File: config.mk
export PLATFORM = sky130hd
export DESIGN_NAME = ram_read_data_flat
export DESIGN_NICKNAME = d
export VERILOG_FILES = /design/src/rtl/ram_read_data_pkg.sv /design/src/rtl/ram_read_data_if.sv /design/src/rtl/ram_rd_lat_pipe.sv /design/src/rtl/ram_read_data.sv /design/src/flat_wrapper.sv
export SDC_FILE = /design/constraint.sdc
export NUM_CORES = 1
export LEC_CHECK = 0
export BUFFER_PORTS_ARGS = -buffer_cell sky130_fd_sc_hd__buf_2
export CAP_MARGIN = 20
export CORE_MARGIN = 4
export CORE_UTILIZATION = 49
export CTS_BUF_LIST = sky130_fd_sc_hd__clkbuf_16
export DETAILED_ROUTE_END_ITERATION = 10
export PLACE_DENSITY_LB_ADDON = 0.3
export REMOVE_ABC_BUFFERS = 1
export SLEW_MARGIN = 20
export SYNTH_ARGS = -nofsm -noshare
export SYNTH_HDL_FRONTEND = slang
export SYNTH_SLANG_ARGS = --single-unit
File: constraint.sdc
create_clock -name i_clk -period 2.2 [get_ports i_clk]
set_input_delay 0.11 -clock i_clk [delete_from_list [all_inputs] [get_ports i_clk]]
set_output_delay 0.11 -clock i_clk [all_outputs]
set_load 0.02 [all_outputs]
File: src/rtl/ram_read_data_pkg.sv
// Shared types and constants for the RAM read-burst engine.
package ram_rd_pkg;

  typedef enum logic [1:0] {
    IDLE  = 2'd0,
    ISSUE = 2'd1,
    DRAIN = 2'd2,
    DONE  = 2'd3
  } rd_state_e;

  localparam int unsigned MAX_RD_LATENCY = 4;

  // A full-length burst holds 2^size_len beats, so counters need one extra bit.
  function automatic int unsigned beat_cnt_width(input int unsigned size_len);
    return size_len + 1;
  endfunction

endpackage

File: src/rtl/ram_read_data_if.sv
// Request, RAM read-port and result signals of the read-burst engine.
interface ram_read_data_if #(
  parameter int unsigned SIZE_DATA = 8,
  parameter int unsigned SIZE_ADDR = 4,
  parameter int unsigned SIZE_LEN  = 4
);
  logic                 i_rd_en;
  logic [SIZE_ADDR-1:0] i_addr;
  logic [SIZE_LEN-1:0]  i_len;
  logic                 o_ram_rd_en;
  logic [SIZE_ADDR-1:0] o_ram_addr;
  logic [SIZE_DATA-1:0] i_ram_data;
  logic [SIZE_DATA-1:0] o_data_rd;
  logic                 o_valid;
  logic                 o_busy;
  logic                 o_done;

  modport slave (
    input  i_rd_en, i_addr, i_len, i_ram_data,
    output o_ram_rd_en, o_ram_addr, o_data_rd, o_valid, o_busy, o_done
  );

  modport master (
    output i_rd_en, i_addr, i_len, i_ram_data,
    input  o_ram_rd_en, o_ram_addr, o_data_rd, o_valid, o_busy, o_done
  );
endinterface

File: src/rtl/ram_rd_lat_pipe.sv
// Delay line marking which cycles carry valid RAM read data.
module ram_rd_lat_pipe #(
  parameter int unsigned RD_LATENCY = 1
) (
  input  logic i_clk,
  input  logic i_rst_n,
  input  logic i_issue,
  output logic o_capture
);
  logic [RD_LATENCY-1:0] pipe_q;

  always_ff @(posedge i_clk or negedge i_rst_n) begin
    if (!i_rst_n) begin
      pipe_q <= '0;
    end else begin
      pipe_q[0] <= i_issue;
      for (int unsigned i = 1; i < RD_LATENCY; i++) begin
        pipe_q[i] <= pipe_q[i-1];
      end
    end
  end

  assign o_capture = pipe_q[RD_LATENCY-1];
endmodule

File: src/rtl/ram_read_data.sv
// Burst reader: issues incrementing RAM reads and captures each returned word.
module ram_read_data
  import ram_rd_pkg::*;
#(
  parameter int unsigned SIZE_DATA  = 8,
  parameter int unsigned SIZE_ADDR  = 4,
  parameter int unsigned SIZE_LEN   = 4,
  parameter int unsigned RD_LATENCY = 1
) (
  input logic            i_clk,
  input logic            i_rst_n,
  ram_read_data_if.slave bus
);
  localparam int unsigned CNT_W = beat_cnt_width(SIZE_LEN);
  localparam int unsigned LAT   = (RD_LATENCY < 1) ? 1 :
                                  (RD_LATENCY > MAX_RD_LATENCY) ? MAX_RD_LATENCY : RD_LATENCY;

  rd_state_e            state;
  logic [SIZE_ADDR-1:0] addr_q;
  logic [CNT_W-1:0]     beats_q;
  logic [CNT_W-1:0]     iss_cnt;
  logic [CNT_W-1:0]     ret_cnt;
  logic [SIZE_DATA-1:0] data_q;
  logic                 ram_rd_en_q;
  logic                 valid_q;
  logic                 busy_q;
  logic                 done_q;
  logic                 capture;

  ram_rd_lat_pipe #(.RD_LATENCY(LAT)) u_lat_pipe (
    .i_clk     (i_clk),
    .i_rst_n   (i_rst_n),
    .i_issue   (ram_rd_en_q),
    .o_capture (capture)
  );

  always_ff @(posedge i_clk or negedge i_rst_n) begin
    if (!i_rst_n) begin
      state       <= IDLE;
      addr_q      <= '0;
      beats_q     <= '0;
      iss_cnt     <= '0;
      ret_cnt     <= '0;
      data_q      <= '0;
      ram_rd_en_q <= 1'b0;
      valid_q     <= 1'b0;
      busy_q      <= 1'b0;
      done_q      <= 1'b0;
    end else begin
      // Return side runs independently of the issue counter.
      valid_q <= capture;
      if (capture) begin
        data_q  <= bus.i_ram_data;
        ret_cnt <= ret_cnt + CNT_W'(1);
      end

      case (state)
        IDLE: begin
          if (bus.i_rd_en) begin
            state       <= ISSUE;
            addr_q      <= bus.i_addr;
            beats_q     <= CNT_W'(bus.i_len) + CNT_W'(1);
            iss_cnt     <= CNT_W'(1);
            ret_cnt     <= '0;
            ram_rd_en_q <= 1'b1;
            busy_q      <= 1'b1;
          end
        end
        ISSUE: begin
          if (iss_cnt == beats_q) begin
            ram_rd_en_q <= 1'b0;
            state       <= DRAIN;
          end else begin
            addr_q  <= addr_q + SIZE_ADDR'(1);
            iss_cnt <= iss_cnt + CNT_W'(1);
          end
        end
        DRAIN: begin
          if (ret_cnt == beats_q) begin
            done_q <= 1'b1;
            state  <= DONE;
          end
        end
        DONE: begin
          done_q <= 1'b0;
          busy_q <= 1'b0;
          state  <= IDLE;
        end
        default: state <= IDLE;
      endcase
    end
  end

  assign bus.o_ram_rd_en = ram_rd_en_q;
  assign bus.o_ram_addr  = addr_q;
  assign bus.o_data_rd   = data_q;
  assign bus.o_valid     = valid_q;
  assign bus.o_busy      = busy_q;
  assign bus.o_done      = done_q;
endmodule

File: src/flat_wrapper.sv
// flat-port wrapper written by rule: the top's interface ports become plain ports
module ram_read_data_flat import ram_rd_pkg::*;
#(
  parameter int unsigned SIZE_DATA  = 8,
  parameter int unsigned SIZE_ADDR  = 4,
  parameter int unsigned SIZE_LEN   = 4,
  parameter int unsigned RD_LATENCY = 1
)
  (i_clk, i_rst_n, bus_i_rd_en, bus_i_addr, bus_i_len, bus_i_ram_data, bus_o_ram_rd_en, bus_o_ram_addr, bus_o_data_rd, bus_o_valid, bus_o_busy, bus_o_done);
  ram_read_data_if #(.SIZE_DATA(SIZE_DATA), .SIZE_ADDR(SIZE_ADDR), .SIZE_LEN(SIZE_LEN)) bus_i ();
  input logic i_clk;
  input logic i_rst_n;
  input wire logic [$bits(bus_i.i_rd_en)-1:0] bus_i_rd_en;
  input wire logic [$bits(bus_i.i_addr)-1:0] bus_i_addr;
  input wire logic [$bits(bus_i.i_len)-1:0] bus_i_len;
  input wire logic [$bits(bus_i.i_ram_data)-1:0] bus_i_ram_data;
  output wire logic [$bits(bus_i.o_ram_rd_en)-1:0] bus_o_ram_rd_en;
  output wire logic [$bits(bus_i.o_ram_addr)-1:0] bus_o_ram_addr;
  output wire logic [$bits(bus_i.o_data_rd)-1:0] bus_o_data_rd;
  output wire logic [$bits(bus_i.o_valid)-1:0] bus_o_valid;
  output wire logic [$bits(bus_i.o_busy)-1:0] bus_o_busy;
  output wire logic [$bits(bus_i.o_done)-1:0] bus_o_done;
  assign bus_i.i_rd_en = bus_i_rd_en;
  assign bus_i.i_addr = bus_i_addr;
  assign bus_i.i_len = bus_i_len;
  assign bus_i.i_ram_data = bus_i_ram_data;
  assign bus_o_ram_rd_en = bus_i.o_ram_rd_en;
  assign bus_o_ram_addr = bus_i.o_ram_addr;
  assign bus_o_data_rd = bus_i.o_data_rd;
  assign bus_o_valid = bus_i.o_valid;
  assign bus_o_busy = bus_i.o_busy;
  assign bus_o_done = bus_i.o_done;
  ram_read_data #(.SIZE_DATA(SIZE_DATA), .SIZE_ADDR(SIZE_ADDR), .SIZE_LEN(SIZE_LEN), .RD_LATENCY(RD_LATENCY)) u_core (.i_clk(i_clk), .i_rst_n(i_rst_n), .bus(bus_i));
endmodule
After elaboration in Yosys (flattened, before gate mapping) --
Cells that the tools add are included.
Cells by class: muxes and demuxes 19, reductions and logical operators 10, add/subtract/negate cells 4, equal/unequal tests 9
Operator list (count):
- $mux W5 | 5
- $add A5 B1 Y5 const B | 2
- $eq A5 B5 Y1 | 2
- $pmux W5 S2 | 1
- $reduce_and A3 Y1 | 3
- $mux W4 | 2
- $pmux W2 S4 | 1
- $pmux W4 S2 | 1
- $mux W2 | 3
- $pmux W1 S2 | 3
- $reduce_and A2 Y1 | 3
- $reduce_bool A2 Y1 | 3
- $add A4 B1 Y5 const B | 1
- $add A4 B1 Y4 const B | 1
- $eq A2 B2 Y1 const B | 2
- $ne A2 B1 Y1 const B | 2
- $ne A2 B2 Y1 const B | 2
- $mux W1 | 3
- $eq A2 B1 Y1 const B | 1
- $logic_not A2 Y1 | 1
Storage, ports and cells: register bits after elaboration 34

Logic depth before layout (Yosys ltp) --
Gate-level depths: netlist of the first run.
depth after elaboration 4, gate-level depth with buffers 7, depth with buffers taken out 7

Modules after synthesis --
A second synthesis of the first run with hierarchy kept.
Second synthesis, totals: cells, all modules 184, area total of the unflattened synthesis 1893.1 sq um
By module, submodules not included:
- ram_read_data | times used 1, area each 1868.0 sq um, cells an instance 183, sequential area each 825.8 sq um
- ram_rd_lat_pipe | times used 1, area each 25.0 sq um, cells an instance 1, sequential area each 25.0 sq um

Worst setup path before layout of the first run --
No wires, ideal clock.
path type register -> register, start register u_core.iss_cnt[1], end register u_core.state[1], stages on the path, launching flop included 6, setup slack 381 ps, path buffers 0, setup time 125 ps, required time 2075 ps, data arrival time 1694 ps, cells stage by stage dfrtp_1 xor2_1 nor3_4 nand2_4 a221o_1 mux2_4
On the way: longest elaborated chain between the ends 3
Ends and longest elaborated chain:
- start: declaration | RTL line ram_read_data.sv:21 | logic [CNT_W-1:0] iss_cnt;
- start signal: assignment | RTL line ram_read_data.sv:75 | iss_cnt <= iss_cnt + CNT_W'(1);
- $eq A5 B5 Y1 | RTL line ram_read_data.sv:70 | if (iss_cnt == beats_q) begin
- $ne A2 B1 Y1 (no line)
- $reduce_and A3 Y1 (no line)
- end signal: assignment | RTL line ram_read_data.sv:72 | state <= DRAIN;
- end signal: assignment | RTL line ram_read_data.sv:81 | state <= DONE;
- end signal: assignment | RTL line ram_read_data.sv:87 | state <= IDLE;
- end: declaration | RTL line ram_read_data.sv:18 | rd_state_e state;
No other way between the ends. A chain may end at the register's enable or synchronous reset.

Worst setup path after layout of the first run --
Same ends and word-level chain as after synthesis.

==> results.py, run 1 <==
metrics = {
    "yosys": {
        "ys_types": 36,
        "ys_seq_area_share_pct": 47.7,
        "syn_inst": 171,
        "synth_top_area_share_pct": 47.7,
        "yosys-top-cells-area": "dfrtp_1 48%, xor2_1 5.9%, ha_1 5.6%",
        "ys_ff_latch": 34,
        "synth-edff-count": 0,
        "synth_ff_type": "dfrtp_1",
        "synth.avg_cell_area_um2": 10.4,
        "yosysWarningCount": 0,
        "yosysTopAreaCell": "dfrtp_1",
        "async_reset_ff_share_pct": 100,
        "synth_area_um2": 1780,
    },
    "min_path": {
        "min_path_type": "in2reg",
    },
    "sta": {
        "finalSetupViolations": 0,
        "finClkSkew_ns": 0.00339,
        "timing.final.ws_setup_ns": 0.220,
        "tightest_slew_ns": 0.752,
        "finalCriticalPeriod_ns": 1.98,
        "drv_slew": 0,
        "maxSlewHeadroom_pct": 49.9,
        "finalHoldViolCount": 0,
        "rsz0062_at_grt": "false",
        "finalCritPeriodShare_pct": 90.0,
        "max_freq_mhz": 505,
        "timing.setup.tns_ns": 0,
    },
    "placement": {
        "pre_cts_slack_ns": 0.238,
        "dp.cells": 250,
        "dpl.hpwl_mm": 2.80,
        "gp_congestion": 0.785,
        "port_buffers": 34,
    },
    "grt": {
        "overflow": 0,
        "antenna_found_initial": 0,
        "grt_pass1_wl_mm": 6.71,
        "grt_pass1_vias": 1468,
        "grt_usage_pct": 19.5,
        "grt_max_degree": 35,
    },
    "worst_setup_path": {
        "critical_path_class": "reg2reg",
        "crit_slowest_cell": "dfrtp_1",
        "cp_max_fo": 10,
        "worst_path_largest_cell_delay_ns": 0.43,
        "crit_cells": 5,
        "critPathTopFamily": "simple AND/OR/NAND/NOR gates",
        "r2r_start": "u_core.iss_cnt[1]$_DFFE_PN0P_",
        "rrSetupSlack_ns": 0.22,
        "worst-r2r-cell-count": 5,
        "r2r_end": "u_core.state[1]$_DFFE_PN0P_",
        "worstSetupEndpoint": "u_core.state[1]$_DFFE_PN0P_",
        "endpoint_kind": "flop",
        "cp.required_ns": 2.37,
        "crit_path_start_kind": "flop",
        "critPathArrivalTime_ns": 2.15,
        "path_buf_inv": 0,
        "cp-startpoint": "u_core.iss_cnt[1]$_DFFE_PN0P_",
        "path_cells": "xor2_1, nor3_4, nand2_4, a221o_1, mux2_4",
    },
    "cells_and_area": {
        "drive_gt1_share_pct": 27.7,
        "antennaDiodeCount": 0,
        "syn_to_final_growth_pct": 22.0,
        "instances_no_fill": 259,
        "final_net_count": 239,
    },
    "pwr": {
        "power.total_mw": 1.34,
        "leakage_nw": 1.06,
        "vdd.ir_drop.worst_mv": 0.444,
        "power_density_nw_per_um2": 613,
    },
    "routing": {
        "postRouteAntennaNets": 0,
        "drt_iter0_markers": 93,
        "via_count": 1426,
        "drt-pass1-iter-count": 4,
        "wire_per_inst_um": 15.4,
        "via_per_inst": 5.51,
        "drt_wl_total_mm": 4.00,
        "drc": 0,
    },
    "floorplanning": {
        "fp-row-count": 21,
        "fp.dieW_um": 68.3,
        "initial_core_util_pct": 52.2,
        "die_h_um": 68.3,
        "io-pin-count": 35,
        "core_area_um2": 3420,
        "die_area_um2": 4670,
    },
    "clocking": {
        "cts_tree": "yes",
        "clock_latency_ns": 0.28,
        "clkSinkCount": 34,
        "post_cts_buffers": 0,
        "cts_buffers": 5,
        "root_buffer": "clkbuf_16",
        "cts_buffer_depth": 2,
        "htreeDepth": 2,
        "clkSlewWorstSetupHoldPaths_ns": 0.05,
    },
    "job": {
        "cap_violations": 0,
    },
    "outcome": {
        "outcome": "complete, no violations",
    },
}
[layout by cell type (no fill, tap or decap), types with 2 or more instances in the layout]
cell type and n:
inv_1 6, o22ai_1 3, nand3_1 6, clkbuf_16 5
dfrtp_1 34, a21oi_1 9, a211oi_1 2, xor2_1 12
ha_1 7, mux2_2 8, nor3_1 4, o22a_1 3
o21ai_0 11, buf_4 4, xnor2_1 4, nand2_1 19
nand4_1 2, nor2_1 10, a221o_1 3, mux2i_1 6
buf_2 34
[how the worst min path moves through the flow]
| stage | from | depth (start not counted) | slack (ns) | end |
|---|---|---|---|---|
| after global routing | bus_i_ram_data[7] | 2 | 0.07 | u_core.bus.o_data_rd[7]$_DFFE_PN0P_ |
| after global placement | i_rst_n | 1 | 0.21 | u_core.bus.o_data_rd[7]$_DFFE_PN0P_ |
| final | bus_i_len[0] | 2 | 0.06 | u_core.beats_q[0]$_DFFE_PN0P_ |
| after CTS | bus_i_len[0] | 2 | 0.06 | u_core.beats_q[0]$_DFFE_PN0P_ |
| after detailed placement | i_rst_n | 1 | 0.21 | u_core.bus.o_data_rd[7]$_DFFE_PN0P_ |
| after floorplan | i_rst_n | 0 | -0.19 | u_core.beats_q[0]$_DFFE_PN0P_ |
[cell families (layout without fill, tap and decap cells)]
| logic type | Yosys count | after routing | share of synthesized area (%) |
|---|---|---|---|
| AOI/OAI and AO/OA | 38 | 38 | 13.8 |
| xor gates and xnor gates | 16 | 16 | 7.85 |
| adders and majority gates | 8 | 8 | 5.61 |
| buffers and inverters | 11 | 53 | 2.31 |
| DFF | 34 | 34 | 47.7 |
| muxes | 15 | 15 | 9.26 |
| and+or+nand+nor | 49 | 49 | 13.5 |
[cell type report]
cell class                 instances  area (µm²)
clock inverter                     3        16.3
inverter                           6        22.5
timing repair buffer              39         210
multi-input combinational        126         895
clock buffer                       5         125
tap                               46        57.6
sequential                        34         851
fill                             287        1240
[report_power, final]
part | leakage (nW) | switching, mW | total, mW | internal (mW)
Clock | 0.0672 | 0.259 | 0.671 | 0.412
Combinational | 0.552 | 0.0215 | 0.0382 | 0.0168
Sequential | 0.439 | 0 | 0.626 | 0.626
[Yosys cell counts (all sizes together), types with 3 or more instances]
master  number
mux2         9
nand2       20
xnor2        4
clkbuf       4
o22a         3
a221o        3
o21ai       12
xor2        12
nor3         5
nor2        11
inv          6
o22ai        3
nand3        6
ha           8
mux2i        6
dfrtp       34
a21oi        9
[state kept, by name, indices dropped and copies added, names as in the netlist]
name,cells
u_core.bus.o_data_rd,8
u_core.beats_q,5
u_core.iss_cnt,5
u_core.ret_cnt,5
u_core.bus.o_ram_addr,4
u_core.state,2
u_core.bus.o_busy,1
u_core.bus.o_done,1
u_core.bus.o_ram_rd_en,1
u_core.bus.o_valid,1
u_core.u_lat_pipe.o_capture,1
[per-stage QoR]
step	area (µm²)	util (%)	hold WS, ns
after floorplan	1770	-	-0.186
after global placement	2020	59.2	0.207
after detailed placement	2020	59.2	0.214
after CTS	2170	63.7	0.0591
after global routing	2180	63.7	0.0678
final	2180	63.7	0.0560
[metal layers]
metal	GRT usage, %	routed length [µm]	up-vias
li1	-	-	686
met2	31.8	2030	46
met1	24.1	1660	689
met3	5.58	242	5
met4	8.44	55	0
met5	0	0	-
[worst register-to-register path, cell delays in order, from the launching register on]
cell	delay [ns]
dfrtp_1	0.43
xor2_1	0.21
nor3_4	0.35
nand2_4	0.16
a221o_1	0.42
mux2_4	0.30
[timing repair]
item                                   CTS  global route
hold buffers                             1             0
endpoints found under the hold margin   34             0
gates resized for setup                  0             1
setup endpoints to repair                0             2
Note: power is estimated with default switching activity, not from simulation.
==> run 2, diff against run 1 <==
- GPL_TIMING_DRIVEN: not set -> 0
- SYNTH_HIERARCHICAL: not set -> 1
==> run 2 against run 1 <==
Against the previous run: non-clock buffer count fell by 4; synthesized area rose by 6.1%; critical path depth rose by 1; register-to-register slack barely moved; routed wire length fell by 7.6%; clock power rose by 19%; synthesized cell count rose by 7.6%; worst hold slack improved by 0.00077 ns; critical endpoint is now u_core/bus.o_ram_addr[2]$_DFFE_PN0P_; largest cell class unchanged; largest power group unchanged.
==> results.py, run 2 <==
metrics = {
    "outcome": {
        "outcome": "complete, no violations",
    },
    "pwr": {
        "power.total_mw": 1.46,
        "pwr-share-clk_pct": 54.5,
        "leakage_nw": 1.04,
        "p_sw_share_pct": 19.6,
        "pwr-share-seq_pct": 42.8,
        "combPwrFrac_pct": 2.7,
        "p_sw_mw": 0.286,
        "vdd.ir_drop.worst_mv": 0.575,
        "power_density_nw_per_um2": 645,
        "p_int_mw": 1.18,
    },
    "sta": {
        "rsz0062_at_grt": "false",
        "timing.final.ws_setup_ns": 0.221,
        "finalHoldViolCount": 0,
        "timing.setup.tns_ns": 0,
        "fin_hold_ws_ns": 0.0567,
        "tightest_slew_ns": 0.742,
        "finalSetupViolations": 0,
        "drv_slew": 0,
        "max_freq_mhz": 505,
        "finalCritPeriodShare_pct": 90.0,
        "finalCriticalPeriod_ns": 1.98,
        "maxSlewHeadroom_pct": 50.5,
        "finClkSkew_ns": 0.00622,
    },
    "floorplanning": {
        "die_area_um2": 4920,
        "fp.dieW_um": 70.2,
        "core_area_um2": 3690,
        "fp-row-count": 22,
        "io-pin-count": 35,
        "initial_core_util_pct": 51.3,
        "die_h_um": 70.2,
    },
    "routing": {
        "drt-pass1-iter-count": 4,
        "drt_wl_total_mm": 3.69,
        "postRouteAntennaNets": 0,
        "via_per_inst": 5.41,
        "drc": 0,
        "via_count": 1444,
        "drt_iter0_markers": 105,
        "wire_per_inst_um": 13.8,
    },
    "clocking": {
        "clkSinkCount": 34,
        "root_buffer": "clkbuf_16",
        "clock_latency_ns": 0.28,
        "cts_buffer_depth": 2,
        "cts_tree": "yes",
        "post_cts_buffers": 0,
        "htreeDepth": 2,
        "clkSlewWorstSetupHoldPaths_ns": 0.06,
        "cts_buffers": 5,
    },
    "cells_and_area": {
        "syn_to_final_growth_pct": 19.8,
        "instances_no_fill": 267,
        "drive_gt1_share_pct": 26.9,
        "final_net_count": 245,
        "regArea_um2": 851,
        "stdcell_area_um2": 2270,
        "antennaDiodeCount": 0,
        "largest_reg_flops": 8,
        "mostFrequentLayoutCells": "34 x buf_2, 34 x dfrtp_1, 16 x nand2_1",
        "utilization_pct": 61.5,
        "nFillCells": 324,
        "multi_input_area_um2": 981,
    },
    "worst_setup_path": {
        "cp.required_ns": 2.37,
        "endpoint_kind": "flop",
        "critPathArrivalTime_ns": 2.15,
        "cp_max_fo": 14,
        "critical_path_class": "reg2reg",
        "crit_path_start_kind": "flop",
    },
    "grt": {
        "met1_usage_pct": 21.7,
        "grt_pass1_vias": 1389,
        "grt_use_met3_pct": 3.45,
        "grt_use_met2_pct": 25.5,
        "grt.busiest_layer": "met2",
        "antenna_found_initial": 0,
        "grt_usage_pct": 16.0,
        "grt_pass1_wl_mm": 6.35,
        "grt_max_degree": 35,
        "overflow": 0,
    },
    "yosys": {
        "synth_compound_area_share_pct": 13.7,
        "synth_ff_type": "dfrtp_1",
        "synth.area.mux_share_pct": 9.05,
        "yosys.area_share.simple_pct": 15.4,
        "yosys-top-cells-area": "dfrtp_1 45%, mux2_2 5.4%, ha_1 5.3%",
        "synth_area_um2": 1890,
        "synth_commonest_cells": "34 x dfrtp_1, 16 x nand2_1, 12 x nor2_1, 12 x o21ai_0",
        "synth_top_area_share_pct": 44.9,
        "synth_xor_area_share_pct": 7.80,
        "yosysTopAreaCell": "dfrtp_1",
        "yosysWarningCount": 6,
        "synth-edff-count": 0,
        "yosys.cell_count.top_type": "dfrtp_1",
        "ys_types": 45,
        "synth.avg_cell_area_um2": 10.3,
        "synthAdderAreaFrac_pct": 5.29,
        "syn_inst": 184,
        "ys_ff_latch": 34,
        "ys_seq_area_share_pct": 44.9,
        "async_reset_ff_share_pct": 100,
        "synth_top_family_by_area": "simple AND/OR/NAND/NOR gates",
    },
    "placement": {
        "dp.cells": 258,
        "pre_cts_slack_ns": -0.0305,
        "port_buffers": 34,
        "dpl.hpwl_mm": 2.59,
        "gp_congestion": 0.767,
        "place_area_um2": 2080,
    },
    "job": {
        "cap_violations": 0,
    },
    "min_path": {
        "min_path_type": "in2reg",
    },
}
run 2: cell count changes in the layout (fill, tap and decap cells not counted), sizes merged, moves of 3 or more:
| cell | delta |
|---|---|
| a21oi | -6 |
| xnor2 | +6 |
| and2 | +3 |
| nor2b | +3 |
| nand2 | -4 |
| xor2 | -6 |
| buf | -4 |
| a221o | -3 |
| o211ai | +3 |
| nor3 | -3 |
run 2: logic make-up (layout without fill, tap and decap cells):
family	after synthesis	after routing
AO/OA/AOI/OAI	38	38
AND/OR/NAND/NOR	57	57
multiplexers	16	16
flip-flops	34	34
XOR/XNOR	16	16
buffers and inverters	15	50
adder cells (fa/ha/maj)	8	8
run 2: cell type report:
class	instances	share of cell area (%)
Sequential cell	34	37.5
Tap cell	48	2.65
Clock inverter	3	1.99
Inverter	7	1.16
Multi-Input combinational cell	135	43.2
Clock buffer	5	5.52
Timing Repair Buffer	35	7.94
run 2: worst max-delay path, cell delays in order, from the launching register on:
cell and delay, ns:
dfrtp_1 0.40, inv_1 0.12, ha_2 0.36, nor2b_2 0.36, nor2_1 0.12, a311o_1 0.36, and3_1 0.16
run 2: repair_timing:
action	4_1_cts	5_1_grt
hold buffers	1	0
endpoints found under the setup margin	3	4
endpoints found under the hold margin	34	0
resized for setup	2	2
run 2: metal layers:
metal	up-vias	routed length, µm	share of wire [%]
li1	723	-	-
met1	689	1700	46
met2	27	1810	49
met3	5	139	3.8
met4	0	42	1.1
met5	-	0	0
run 2: worst paths after layout:
| path | slack (ns) | to | depth (start not counted) | from |
|---|---|---|---|---|
| max | 0.22 | u_core/bus.o_ram_addr[2]$_DFFE_PN0P_ | 6 | u_core/state[0]$_DFFE_PN0P_ |
| min | 0.06 | u_core/bus.o_data_rd[4]$_DFFE_PN0P_ | 2 | bus_i_ram_data[4] |
| max reg2reg | 0.22 | u_core/bus.o_ram_addr[2]$_DFFE_PN0P_ | 6 | u_core/state[0]$_DFFE_PN0P_ |
| min reg2reg | 0.42 | u_core/u_lat_pipe/o_capture$_DFF_PN0_ | 0 | u_core/bus.o_ram_rd_en$_DFFE_PN0P_ |
| max in group asynchronous | 1.29 | u_core/bus.o_busy$_DFFE_PN0P_ | 2 | i_rst_n |
| min in group asynchronous | 0.43 | u_core/bus.o_data_rd[6]$_DFFE_PN0P_ | 2 | i_rst_n |
run 2: power groups by stage:
| stage | clock, mW | sequential, mW | combinational, mW |
|---|---|---|---|
| floorplan | 0 | 0.637 | 0.00670 |
| global placement | 0 | 0.637 | 0.0391 |
| finish | 0.798 | 0.626 | 0.0391 |
| global route | 0.840 | 0.625 | 0.0462 |
| detailed placement | 0 | 0.637 | 0.0395 |
| CTS | 0.812 | 0.626 | 0.0414 |
==> run 3, diff against run 2 <==
- CTS_BUF_LIST: sky130_fd_sc_hd__clkbuf_16 -> sky130_fd_sc_hd__clkbuf_2 sky130_fd_sc_hd__clkbuf_4 sky130_fd_sc_hd__clkbuf_8
==> run 3 against run 2 <==
Against the previous run: register-to-register slack worse by 0.13 ns; via count about the same; critical path type unchanged; sequential share of layout area up 1.0 points; largest power group is now registers.
==> results.py, run 3 (synthesized netlist as in run 2, its figures left out) <==
metrics = {
    "clocking": {
        "clkSinkCount": 34,
        "cts_tree": "yes",
        "root_buffer": "clkbuf_8",
        "clock_latency_ns": 0.30,
        "cts_buffers": 5,
        "clkSlewWorstSetupHoldPaths_ns": 0.08,
        "cts_buffer_depth": 2,
        "htreeDepth": 2,
    },
    "grt": {
        "grt_pass1_vias": 1364,
        "antenna_found_initial": 0,
        "overflow": 0,
        "grt_max_degree": 35,
        "grt_usage_pct": 15.9,
        "grt_pass1_wl_mm": 6.17,
    },
    "placement": {
        "gp_congestion": 0.767,
        "port_buffers": 34,
        "dpl.hpwl_mm": 2.59,
    },
    "cells_and_area": {
        "final_net_count": 245,
        "utilization_pct": 59.9,
        "antennaDiodeCount": 0,
        "drive_gt1_share_pct": 26.5,
        "mostFrequentLayoutCells": "34 x buf_2, 34 x dfrtp_1, 16 x nand2_1",
        "nFillCells": 341,
        "largest_reg_flops": 8,
        "syn_to_final_growth_pct": 16.7,
    },
    "sta": {
        "finalCriticalPeriod_ns": 2.11,
        "finClkSkew_ns": 0.0113,
        "maxSlewHeadroom_pct": 51.9,
        "finalHoldViolCount": 0,
        "finalCritPeriodShare_pct": 95.9,
        "fin_hold_ws_ns": 0.0431,
        "drv_slew": 0,
        "max_freq_mhz": 474,
        "finalSetupViolations": 0,
        "tightest_slew_ns": 0.721,
        "rsz0062_at_grt": "false",
    },
    "worst_setup_path": {
        "critPathArrivalTime_ns": 2.30,
        "endpoint_kind": "flop",
        "critical_path_class": "reg2reg",
        "worst-r2r-cell-count": 6,
        "crit_path_start_kind": "flop",
        "cp.required_ns": 2.39,
        "cp_max_fo": 14,
    },
    "routing": {
        "via_count": 1443,
        "drt_wl_total_mm": 3.59,
        "wire_per_inst_um": 13.5,
        "postRouteAntennaNets": 0,
        "drt_iter0_markers": 74,
        "via_per_inst": 5.40,
        "drt-pass1-iter-count": 4,
        "drc": 0,
    },
    "floorplanning": {
        "initial_core_util_pct": 51.3,
        "fp.dieW_um": 70.2,
        "die_area_um2": 4920,
        "core_area_um2": 3690,
        "die_h_um": 70.2,
        "fp-row-count": 22,
        "io-pin-count": 35,
    },
    "pwr": {
        "vdd.ir_drop.worst_mv": 0.371,
        "power_density_nw_per_um2": 562,
        "leakage_nw": 1.02,
        "power.total_mw": 1.24,
    },
    "job": {
        "cap_violations": 0,
    },
    "outcome": {
        "outcome": "complete, no violations",
    },
    "min_path": {
        "hold_depth": 2,
        "min_path_type": "in2reg",
    },
}
[run 3: cell counts in the layout (fill, tap and decap cells not counted)]
No cell type changed its count.
[run 3: area by class of cell]
| type | instances | area, µm² | share of cell area [%] |
|---|---|---|---|
| tap | 48 | 60.1 | 2.72 |
| inverter | 7 | 26.3 | 1.19 |
| timing repair buffer | 35 | 180 | 8.15 |
| multi-input combinational | 135 | 978 | 44.3 |
| sequential | 34 | 851 | 38.5 |
| clock inverter | 3 | 45.0 | 2.04 |
| clock buffer | 5 | 68.8 | 3.11 |
[run 3: worst paths after layout]
path                                                     from                               endpoint  slack, ns
setup / recovery                  u_core/state[0]$_DFFE_PN0P_   u_core/bus.o_ram_addr[2]$_DFFE_PN0P_       0.09
hold / removal                              bus_i_ram_data[4]    u_core/bus.o_data_rd[4]$_DFFE_PN0P_       0.04
setup reg to reg                  u_core/state[0]$_DFFE_PN0P_   u_core/bus.o_ram_addr[2]$_DFFE_PN0P_       0.09
hold reg to reg            u_core/bus.o_ram_rd_en$_DFFE_PN0P_  u_core/u_lat_pipe/o_capture$_DFF_PN0_       0.43
max in group asynchronous                             i_rst_n          u_core/bus.o_busy$_DFFE_PN0P_       1.33
min in group asynchronous                             i_rst_n          u_core/iss_cnt[3]$_DFFE_PN0P_       0.40
[run 3: critical path, stage by stage, from the launching register on]
cell and delay (ns):
dfrtp_1 0.41, inv_1 0.11, ha_1 0.47, nor2b_2 0.39, nor2_1 0.11, a311o_1 0.36
and3_1 0.16
[run 3: power breakdown]
group          total, mW  switching, mW  internal [mW]  leakage [nW]
combinational     0.0388         0.0218         0.0171         0.538
clock              0.578          0.241          0.337        0.0504
sequential         0.625              0          0.625         0.428
[run 3: routing by layer]
| layer | vias up | global-route usage (%) | routed length, µm |
|---|---|---|---|
| met1 | 695 | 20.8 | 1700 |
| met2 | 20 | 24.7 | 1740 |
| met5 | - | 0 | 0 |
| met3 | 3 | 5.61 | 123 |
| met4 | 0 | 5.32 | 36 |
| li1 | 725 | - | - |
[run 3: metrics by stage]
step	instance area (µm²)	setup WS, ns	instances	setup TNS, ns
after floorplan	1850	0.356	176	0
after global placement	2080	-0.00597	258	-0.00597
after detailed placement	2080	-0.0305	258	-0.0305
after CTS	2210	0.0914	267	0
after global routing	2210	0.00648	267	0
final	2210	0.0911	267	0
[run 3: what timing repair did]
item / CTS / global route
hold buffers: 1 / 0
hold endpoints to repair: 34 / 0
buffers inserted: 0 / 0
endpoints found under the setup margin: 2 / 3
pin swaps: 0 / 0
gates cloned: 0 / 0
resized for setup: 2 / 1
